**src/rtl/raizing_pcm_router.sv**
```systemverilog
`timescale 1ns/1ps
// raizing_pcm_router
// Routes byte reads from the PCM sound chip to one of NBANK SDRAM banks.
// A one-entry byte cache answers repeated reads of the same address without
// touching the banks. Out-of-range reads return 8'h00. A fetch that never
// sees an accepted ok from its bank returns 8'hFF and latches tmo_err.
module raizing_pcm_router #(
   parameter int NBANK   = 3,
   parameter int BANK_AW = 22,
   parameter int REQ_AW  = 24,
   parameter int TMO     = 1023
) (
   input  logic                 CLK96,
   input  logic                 RESET96,
   input  logic                 req_rd,
   input  logic [REQ_AW-1:0]    req_addr,
   output logic [7:0]           req_dout,
   output logic                 req_valid,
   output logic [NBANK-1:0]     bank_cs,
   output logic [BANK_AW-1:0]   bank_addr,
   input  logic [8*NBANK-1:0]   bank_dout,
   input  logic [NBANK-1:0]     bank_ok,
   output logic                 busy,
   output logic                 tmo_err
);

   localparam int IDXW = REQ_AW - BANK_AW;
   localparam int CNTW = (TMO < 2) ? 1 : $clog2(TMO + 1);
   localparam logic [CNTW-1:0] CNT_LAST = CNTW'(TMO - 1);
   localparam logic [CNTW-1:0] CNT_MAX  = CNTW'(TMO);

   typedef enum logic [1:0] {
      IDLE  = 2'd0,
      FETCH = 2'd1,
      DONE  = 2'd2
   } state_t;

   state_t              state;
   logic [REQ_AW-1:0]   tag;
   logic [REQ_AW-1:0]   cache_tag;
   logic [7:0]          cache_data;
   logic                cache_valid;
   logic [CNTW-1:0]     tmo_cnt;

   logic [IDXW-1:0]     req_idx;
   logic                req_in_range;
   logic                req_hit;
   logic [NBANK-1:0]    req_onehot;
   logic                sel_ok;
   logic [7:0]          sel_data;
   logic                ok_accept;
   logic                tmo_hit;

   // Decode the incoming request: bank index, range check, cache hit and one-hot select
   always_comb begin
      req_idx      = req_addr[REQ_AW-1:BANK_AW];
      req_in_range = ({1'b0, req_idx} < (IDXW + 1)'(NBANK));
      req_hit      = cache_valid && (req_addr == cache_tag);
      req_onehot   = '0;
      for (int i = 0; i < NBANK; i++) begin
         req_onehot[i] = (req_idx == IDXW'(i));
      end
   end

   // Only the bank currently selected by bank_cs can supply ok and data
   always_comb begin
      sel_ok   = |(bank_ok & bank_cs);
      sel_data = 8'h00;
      for (int i = 0; i < NBANK; i++) begin
         if (bank_cs[i]) begin
            sel_data = sel_data | bank_dout[8*i +: 8];
         end
      end
      ok_accept = sel_ok && (tmo_cnt != '0);
      tmo_hit   = (tmo_cnt == CNT_LAST);
   end

   // Request FSM with registered outputs, cache and saturating timeout counter
   always_ff @(posedge CLK96 or posedge RESET96) begin
      if (RESET96) begin
         state       <= IDLE;
         tag         <= '0;
         cache_tag   <= '0;
         cache_data  <= 8'h00;
         cache_valid <= 1'b0;
         tmo_cnt     <= '0;
         req_dout    <= 8'h00;
         req_valid   <= 1'b0;
         bank_cs     <= '0;
         bank_addr   <= '0;
         busy        <= 1'b0;
         tmo_err     <= 1'b0;
      end else begin
         req_valid <= 1'b0;
         case (state)
            IDLE: begin
               if (req_rd) begin
                  tag       <= req_addr;
                  bank_addr <= req_addr[BANK_AW-1:0];
                  busy      <= 1'b1;
                  if (!req_in_range) begin
                     state     <= DONE;
                     req_dout  <= 8'h00;
                     req_valid <= 1'b1;
                  end else if (req_hit) begin
                     state     <= DONE;
                     req_dout  <= cache_data;
                     req_valid <= 1'b1;
                  end else begin
                     state   <= FETCH;
                     bank_cs <= req_onehot;
                     tmo_cnt <= '0;
                  end
               end
            end
            FETCH: begin
               if (tmo_cnt != CNT_MAX) begin
                  tmo_cnt <= tmo_cnt + CNTW'(1);
               end
               if (ok_accept) begin
                  cache_data  <= sel_data;
                  cache_tag   <= tag;
                  cache_valid <= 1'b1;
                  req_dout    <= sel_data;
                  req_valid   <= 1'b1;
                  bank_cs     <= '0;
                  state       <= DONE;
               end else if (tmo_hit) begin
                  cache_valid <= 1'b0;
                  tmo_err     <= 1'b1;
                  req_dout    <= 8'hFF;
                  req_valid   <= 1'b1;
                  bank_cs     <= '0;
                  state       <= DONE;
               end
            end
            DONE: begin
               state <= IDLE;
               busy  <= 1'b0;
            end
            default: begin
               state   <= IDLE;
               busy    <= 1'b0;
               bank_cs <= '0;
            end
         endcase
      end
   end

endmodule

```
**config.mk**
```make
export PLATFORM = sky130hd
export DESIGN_NAME = raizing_pcm_router
export DESIGN_NICKNAME = d
export VERILOG_FILES = /design/src/rtl/raizing_pcm_router.sv
export SDC_FILE = /design/constraint.sdc
export NUM_CORES = 1
export LEC_CHECK = 0
export BUFFER_PORTS_ARGS = -buffer_cell sky130_fd_sc_hd__buf_4
export CAP_MARGIN = 10
export CORE_UTILIZATION = 25
export CTS_BUF_LIST = sky130_fd_sc_hd__clkbuf_8 sky130_fd_sc_hd__clkbuf_16
export DETAILED_ROUTE_END_ITERATION = 8
export PLACE_DENSITY = 0.49
export SETUP_SLACK_MARGIN = 0.3
export SLEW_MARGIN = 20
export SYNTH_ARGS = -nofsm -noshare
export SYNTH_HDL_FRONTEND = slang
export SYNTH_SLANG_ARGS = --single-unit
```
**constraint.sdc**
```tcl
create_clock -name CLK96 -period 6.05 [get_ports CLK96]
set_clock_uncertainty 0.2 [all_clocks]
set_input_delay 0.605 -clock CLK96 [delete_from_list [all_inputs] [get_ports CLK96]]
set_output_delay 0.605 -clock CLK96 [all_outputs]
set_load 0.05 [all_outputs]
```
==> flow_summary.yaml, run 1 <==
grt:
  grt_pass1_wl_um: 15900
  grt_overflow: 0
  grt_max_degree: 84
  grt_usage_pct: 12.2
  grt_antenna_before_repair: 0
  first_global_vias: 3120
synthesis:
  async_flop_share_pct: 100
  yosysUniqueCellTypes: 42
  ys_ff_latch: 83
  synth_edf_count: 0
  yosysWarnings: 0
  synth_nets: 461
  yosysSeqAreaShare_pct: 50.3
  ys.flop_type: "dfrtp_1"
  synth_area_um2: 4130
  syn-instance-count: 404
  synth.avg_cell_area_um2: 10.2
critical_path:
  r2r_start: "tmo_cnt[0]$_DFFE_PP0P_"
  crit_path_start: "tmo_cnt[0]$_DFFE_PP0P_"
  cp.arrival_ps: 2920
  ff2ff_setup_slack_ps: 3160
  path_cells: "inv_1 -> ha_1 -> nor4b_4 -> a31oi_1 -> and2_2 -> a41oi_1 -> mux2_4"
  r2r-end: "req_dout[4]$_DFFE_PP0P_"
  path_max_fanout: 49
  crit_cells: 7
  r2r_cells: 7
  critPathBufInv: 1
  crit_end: "req_dout[4]$_DFFE_PP0P_"
  critPathLaunchType: "register"
  critical_path_class: "reg2reg"
  end_kind: "register"
  slowest_delay_ps: 840
  cp_slowest_cell: "and2_2"
  worstPathRequired_ps: 6070
  critPathTopFamily: "simple AND/OR/NAND/NOR gates"
cts:
  htreeDepth: 3
  cts.sinks: 83
  clock-root-buffer: "clkbuf_16"
  clk_latency_ps: 330
  cts_buffer_depth: 2
  clk_pin_slew_ps: 60
  cts_buffers: 9
  post_cts_buffers: 0
  cts_tree: "done"
  ctsHoldBuffers: 0
  cts_resized: 0
floorplan:
  die_y_um: 130
  io_pins: 90
  die_x_um: 130
  dieArea_um2: 17000
  start_util_pct: 25.8
  rows: 46
  core_area_um2: 16000
routing:
  drc: 0
  wl_per_cell_um: 14.1
  drt_iter0_markers: 108
  via_per_inst: 4.44
  wirelength_um: 9710
  drtPass1Iterations: 4
  ant_nets: 0
  vias: 3048
cells_and_area:
  fillers: 1708
  layout.nets: 523
  regArea_um2: 2080
  drive_above_1_share_pct: 32.3
  multi_input_area_um2: 1750
  diodes: 0
  syn_to_final_growth_pct: 24.4
  stdcell_count: 687
power_and_ir_drop:
  p_seq_share_pct: 33.8
  switching_share_pct: 42.9
  ir_worst_vdd_uv: 277
  p_clk_share_pct: 19.1
  netSwitchingPower_uw: 1290
  combPwrFrac_pct: 47.1
  power.density_nw_per_um2: 585
  p_leak_uw: 0.00230
  cell_internal_pwr_uw: 1720
  power.total_uw: 3000
sta:
  rsz0062_at_grt: "false"
  relSlewSlack_pct: 37.2
  holdWs_ps: 269
  setup-violations-final: 0
  fin_crit_ps: 2890
  hold_violations: 0
  timing.fmax_mhz: 346
  final.period_utilization_pct: 47.8
  tns_ps: 0
  drv_slew: 0
  tightest_slew_ps: 941
placement:
  place_congestion: 0.760
  dp_hpwl_um: 6740
  io_buffers: 89
  placed_cells: 671
worst_hold_path:
  hold_path.class: "reg2reg"
  hold_start: "tag[22]$_DFFE_PP0P_"
flow_run:
  maxCapViolCount: 0
run_status:
  status: "complete, no violations"
==> cell usage after synthesis, types with 5 or more instances <==
library cell  instances  area share [%]
mux2_2               27             7.4
nor3_1                5            0.61
xnor2_1              25             5.3
o21ai_0               7            0.85
a31oi_1               5            0.76
buf_4                22             4.0
mux2_4                8             2.9
dfrtp_1              83              50
clkbuf_1              6            0.55
a21oi_1              15             1.8
inv_1                 8            0.73
nor2_1               16             1.5
buf_2                 7            0.85
a41oi_1              12             2.5
nand3_1               6            0.73
nand4_1               8             1.2
nand2_1             105             9.6
==> final cells by class <==
cell class | count | area share, %
flip-flops and latches | 83 | 40.5
inverters | 8 | 0.609
clock buffers | 9 | 4.39
repair buffers | 92 | 13.5
well taps | 216 | 5.26
clock inverters | 7 | 1.66
multi-input cells | 272 | 34.1
==> power groups by stage <==
stage,clock network (uW),logic (uW),registers [uW]
after global placement,0,1400,1020
after detailed placement,0,1430,1020
after CTS,594,1430,1020
after global routing,622,1520,1050
after floorplan,0,1070,1100
final,574,1420,1020
==> cells in the final DEF, fill, tap and decap left out, types with 6 or more instances in the layout <==
master     count
a21oi_1       15
a41oi_1       12
buf_4         91
clkbuf_16      9
dfrtp_1       83
inv_1          9
mux2_2        27
mux2_4         8
nand2_1      105
nand3_1        6
nand4_1        8
nor2_1        16
o21ai_0        7
xnor2_1       25
==> how the worst min path moves through the flow <==
stage,slack (ps),depth (start not counted),to
finish,270,2,cache_tag[22]$_DFFE_PP0P_
global route,300,2,cache_tag[23]$_DFFE_PP0P_
CTS,270,2,cache_tag[23]$_DFFE_PP0P_
detailed placement,260,2,cache_tag[22]$_DFFE_PP0P_
global placement,240,2,cache_tag[22]$_DFFE_PP0P_
floorplan,230,2,cache_tag[22]$_DFFE_PP0P_
==> flip-flops by register name (all words and copies together) (netlist names) <==
| name | cells |
|---|---|
| cache_tag | 24 |
| bank_addr | 21 |
| tmo_cnt | 10 |
| cache_data | 8 |
| req_dout | 8 |
| bank_cs | 3 |
| tag | 3 |
| state | 2 |
| busy | 1 |
| cache_valid | 1 |
| req_valid | 1 |
| tmo_err | 1 |
==> through the flow <==
stage	utilization, %	worst slack (ps)	instance area, um^2
after detailed placement	30.1	3150	4820
after global routing	32.1	2930	5130
final	32.1	3160	5130
after floorplan	-	3110	4130
after CTS	32.1	3120	5130
after global placement	30.1	3300	4820
==> cell families (layout without fill, tap and decap cells) <==
kind of cell,after synthesis,after routing,share of synthesized area [%]
adder cells (fa/ha/maj),3,3,0.910
multiplexers,35,35,10.3
XOR/XNOR,25,25,5.31
AO/OA/AOI/OAI,53,53,8.95
flip-flops,83,83,50.3
AND/OR/NAND/NOR,156,156,17.0
buffers and inverters,49,116,7.25
==> routing by layer <==
| metal | GRT usage, % | share of wire, % | vias to the layer above |
|---|---|---|---|
| li1 | - | - | 1480 |
| met4 | 4.26 | 1.3 | 0 |
| met3 | 3.18 | 4.8 | 13 |
| met1 | 16.3 | 47 | 1486 |
| met5 | 0 | 0 | - |
| met2 | 19.2 | 47 | 69 |
==> worst reg2reg max path, cell delays in order (launching register included) <==
cell and delay, ps:
dfrtp_1 380, inv_1 100, ha_1 220, nor4b_4 130, a31oi_1 320, and2_2 840
a41oi_1 270, mux2_4 320
Power figures use the tool's default switching activity.
==> run 2: changes to the inputs <==
PLACE_DENSITY = 0.5   (was 0.49)
clock period = 2.5 ns   (was 6.05 ns; I/O delays follow)
==> run 2 against run 1 <==
Combinational power increased to 2.7 times the previous value; register-to-register slack got worse by 2900 ps; highest routed layer unchanged; sequential cell count unchanged; critical path type unchanged; critical endpoint is now req_dout[7]$_DFFE_PP0P_; routed wire length increased by 11%; hold slack got worse by 240 ps; setup slack got worse by 2900 ps; first-iteration DRC count increased by 71%; fmax increased by 27%; cell area increased by 9.9%; power increased to 2.5 times the previous value.
==> flow_summary.yaml, run 2 (synthesized netlist as in run 1, its figures left out) <==
sta:
  relSlewSlack_pct: 56.8
  drv_slew: 0
  tns_ps: 0
  fin_crit_ps: 2280
  setup-violations-final: 0
  hold_violations: 0
  timing.fmax_mhz: 439
  rsz0062_at_grt: "true"
  tightest_slew_ps: 642
  final.period_utilization_pct: 91.2
critical_path:
  path_max_fanout: 4
  r2r_cells: 9
  worstPathRequired_ps: 2530
  cp.arrival_ps: 2310
  critPathLaunchType: "register"
  end_kind: "register"
  critical_path_class: "reg2reg"
placement:
  place_area_um2: 4920
  place_congestion: 0.784
  dp_hpwl_um: 6960
  io_buffers: 89
cells_and_area:
  syn_to_final_growth_pct: 36.8
  stdcell_area_um2: 5640
  regMostFlops: "cache_tag"
  largest_reg_flops: 24
  layout_commonest_cell: "buf_4"
  final_cell_mix: "buf_4, nand2_1, dfrtp_1, mux2_2, xnor2_1"
  reg_top3: "cache_tag: 24 flops, bank_addr: 21 flops, tmo_cnt: 10 flops"
  diodes: 0
  layout.nets: 568
  drive_above_1_share_pct: 36.0
routing:
  vias: 3218
  wirelength_um: 10700
  drtPass1Iterations: 4
  drt_iter0_markers: 185
  drc: 0
  via_per_inst: 4.40
  ant_nets: 0
  wl_per_cell_um: 14.7
cts:
  cts.sinks: 83
  clock-root-buffer: "clkbuf_16"
  htreeDepth: 3
  clk_pin_slew_ps: 60
  clk_latency_ps: 340
  cts_buffer_depth: 2
  cts_tree: "done"
  cts_buffers: 9
flow_run:
  maxCapViolCount: 0
floorplan:
  die_y_um: 130
  core_area_um2: 16000
  die_x_um: 130
  rows: 46
  io_pins: 90
  dieArea_um2: 17000
  start_util_pct: 25.8
grt:
  grt_overflow: 0
  grt_max_degree: 84
  grt_pass1_wl_um: 16500
  first_global_vias: 3253
  grt_antenna_before_repair: 0
  grt_usage_pct: 12.9
run_status:
  status: "complete, no violations"
power_and_ir_drop:
  power.density_nw_per_um2: 1350
  p_leak_uw: 0.00251
  ir_worst_vdd_uv: 791
worst_hold_path:
  hold_path.class: "in2reg"
  whs_path_depth: 3
## run 2: cell types whose count changed in the layout (fill, tap and decap cells not counted), sizes merged
cell,before,now
clkbuf,9,11
bufinv,2,1
and2,2,3
dlygate4sd3,0,24
a21oi,15,16
buf,92,110
## run 2: timing repair
action | 4_1_cts | 5_1_grt
gates resized for setup | 6 | 7
hold buffers | 24 | 0
cloned | 0 | 3
pin swaps | 2 | 7
setup endpoints to repair | 28 | 22
hold endpoints to repair | 106 | 0
buffers inserted | 4 | 5
## run 2: critical path, stage by stage, from the launching register on
cell	delay (ps)
dfrtp_1	390
inv_2	90
ha_1	160
nor4b_4	190
a31oi_2	130
or3_4	370
o211ai_4	110
nor2_4	70
clkbuf_16	170
mux2_4	290
## run 2: path summary, 6_finish.rpt
check	start	end	slack, ps
worst max register to register	tmo_cnt[0]$_DFFE_PP0P_	req_dout[7]$_DFFE_PP0P_	220
worst min-delay path	bank_dout[10]	cache_data[2]$_DFFE_PP0P_	30
worst max-delay path	tmo_cnt[0]$_DFFE_PP0P_	req_dout[7]$_DFFE_PP0P_	220
worst min register to register	tag[22]$_DFFE_PP0P_	cache_tag[22]$_DFFE_PP0P_	260
min in group asynchronous	RESET96	bank_addr[3]$_DFFE_PP0P_	370
max in group asynchronous	RESET96	tmo_cnt[4]$_DFFE_PP0P_	1330
## run 2: routing by layer
metal / wire [um] / global-route usage, %
met5: 0 / 0
met4: 155 / 4.73
met3: 487 / 3.71
met2: 5100 / 20.6
met1: 5000 / 16.7
## run 2: area by class of cell
type / count / area [um^2]
multi-input combinational: 274 / 1830
inverter: 8 / 33.8
timing repair buffer: 135 / 1130
sequential: 83 / 2080
clock buffer: 10 / 239
fill: 1663 / 10400
clock inverter: 6 / 65.1
tap: 216 / 270
## run 2: power by group
part	internal [uW]	switching, uW
Clock	802	545
Combinational	1580	2280
Sequential	1950	448
## run 2: metrics by stage
stage	instances	total power [uW]	hold WS [ps]	util [%]	setup WS, ps
2_1_floorplan	404	5260	202	-	189
3_3_place_gp	680	5960	218	30.7	74.2
3_5_place_dp	680	6040	226	30.7	35.1
4_1_cts	724	7550	0.793	34.5	173
5_1_grt	732	8100	27.1	35.3	123
6_report	732	7610	25.5	35.3	220
==> run 3: changes to the inputs <==
MAX_ROUTING_LAYER = met4   (was unset)
==> run 3 against run 2 <==
Power up 0.11%; count of clock-buffer cells in the layout unchanged; clock power is essentially flat; hold slack got worse by 4.0 ps; core utilization stayed put; cell area stayed put; routed wire length grew 0.34%; first-iteration DRC count down 21%; largest power group unchanged; highest routed layer unchanged.
==> flow_summary.yaml, run 3 (synthesized netlist as in run 1, its figures left out) <==
critical_path:
  r2r-end: "req_dout[7]$_DFFE_PP0P_"
  end_kind: "register"
  path_max_fanout: 4
  r2r_cells: 7
  r2r_start: "bank_cs[0]$_DFFE_PP0P_"
  ff2ff_setup_slack_ps: 210
  critical_path_class: "reg2reg"
  cp.arrival_ps: 2320
  worstPathRequired_ps: 2530
  critPathLaunchType: "register"
sta:
  relSlewSlack_pct: 57.6
  final.period_utilization_pct: 91.4
  fin_crit_ps: 2290
  tightest_slew_ps: 631
  hold_violations: 0
  rsz0062_at_grt: "true"
  timing.fmax_mhz: 437
  drv_slew: 0
  setup-violations-final: 0
  tns_ps: 0
cts:
  cts_tree: "done"
  clock-root-buffer: "clkbuf_16"
  clk_latency_ps: 340
  cts_buffers: 9
  clk_pin_slew_ps: 60
  htreeDepth: 3
  cts_buffer_depth: 2
  cts.sinks: 83
floorplan:
  die_y_um: 130
  die_x_um: 130
  dieArea_um2: 17000
  rows: 46
  io_pins: 90
  core_area_um2: 16000
  start_util_pct: 25.8
worst_hold_path:
  hold_path.class: "in2reg"
  hold_start: "bank_dout[10]"
  hold_end: "cache_data[2]$_DFFE_PP0P_"
  whs_path_depth: 3
placement:
  dp_hpwl_um: 6960
  place_congestion: 0.795
  place_area_um2: 4920
  io_buffers: 89
routing:
  wl_met2_um: 5080
  ant_nets: 0
  vias: 3229
  wl_per_cell_um: 14.7
  wl_met3_um: 415
  via_per_inst: 4.41
  drt_iter0_markers: 146
  drtPass1Iterations: 4
  top_layer_used: "met4"
  wirelength_um: 10800
  wirelength_met1_um: 5110
  drc: 0
grt:
  grt_max_degree: 84
  grt_overflow: 0
  grt_antenna_before_repair: 0
  grt_usage_pct: 13.3
  first_global_vias: 3251
  grt_pass1_wl_um: 16600
cells_and_area:
  syn_to_final_growth_pct: 36.8
  final_cell_mix: "buf_4, nand2_1, dfrtp_1, mux2_2, xnor2_1"
  largest_reg_flops: 24
  regMostFlops: "cache_tag"
  layout.nets: 568
  reg_top3: "cache_tag: 24 flops, bank_addr: 21 flops, tmo_cnt: 10 flops"
  drive_above_1_share_pct: 36.0
  layout_commonest_cell: "buf_4"
  diodes: 0
  fillers: 1663
  stdcell_area_um2: 5640
flow_run:
  maxCapViolCount: 0
power_and_ir_drop:
  power.total_uw: 7620
  ir_worst_vdd_uv: 791
  power.density_nw_per_um2: 1350
  p_leak_uw: 0.00251
run_status:
  status: "complete, no violations"
==> run 3: cell counts in the layout (fill, tap and decap cells not counted) <==
No cell type changed its count.
==> run 3: worst max-delay path by stage <==
stage / to / startpoint / cells past startpoint / slack (ps)
3_3_place_gp: req_dout[3]$_DFFE_PP0P_ / req_addr[6] / 8 / 70
2_1_floorplan: req_dout[0]$_DFFE_PP0P_ / bank_cs[0]$_DFFE_PP0P_ / 7 / 190
4_1_cts: req_dout[3]$_DFFE_PP0P_ / tmo_cnt[0]$_DFFE_PP0P_ / 9 / 170
3_5_place_dp: req_dout[3]$_DFFE_PP0P_ / req_addr[17] / 8 / 40
6_report: req_dout[7]$_DFFE_PP0P_ / bank_cs[0]$_DFFE_PP0P_ / 7 / 210
5_1_grt: req_dout[7]$_DFFE_PP0P_ / cache_tag[5]$_DFFE_PP0P_ / 8 / 120
==> run 3: stage by stage <==
step	std cells	setup WS, ps	util [%]	hold slack [ps]
after floorplan	404	189	-	202
after global placement	680	74.2	30.7	218
after detailed placement	680	35.1	30.7	226
after CTS	724	173	34.5	0.793
after global routing	732	123	35.3	29.4
final	732	214	35.3	21.5
==> run 3: timing repair <==
item | CTS | global route
resized for setup | 6 | 7
pin swaps | 2 | 7
endpoints found under the setup margin | 28 | 22
hold buffers | 24 | 0
cloned | 0 | 3
setup buffers | 4 | 5
endpoints found under the hold margin | 106 | 0
==> run 3: worst max-delay path, stage by stage (launching register included) <==
cell and delay [ps]:
dfrtp_2 400, a222oi_1 460, a31oi_2 90, or3_4 380, o211ai_4 110, nor2_4 70, clkbuf_16 170, mux2_4 290
==> run 3: routing by layer <==
layer,vias to the layer above,GRT usage (%)
met5,-,-
met4,0,5.14
met3,11,3.22
met2,61,20.7
met1,1569,16.7
li1,1588,-
==> run 3: cell type report <==
cell class / instances / area, um^2 / share of cell area (%)
clock buffer: 10 / 239 / 4.23
tap: 216 / 270 / 4.79
clock inverter: 6 / 65.1 / 1.15
timing repair buffer: 135 / 1130 / 20.0
multi-input combinational: 274 / 1830 / 32.3
sequential: 83 / 2080 / 36.9
inverter: 8 / 33.8 / 0.599
==> run 3: power by group <==
group	internal [uW]	total [uW]	switching, uW
Clock	802	1350	549
Sequential	1950	2400	449
Combinational	1580	3870	2280
Total	4340	7620	3280
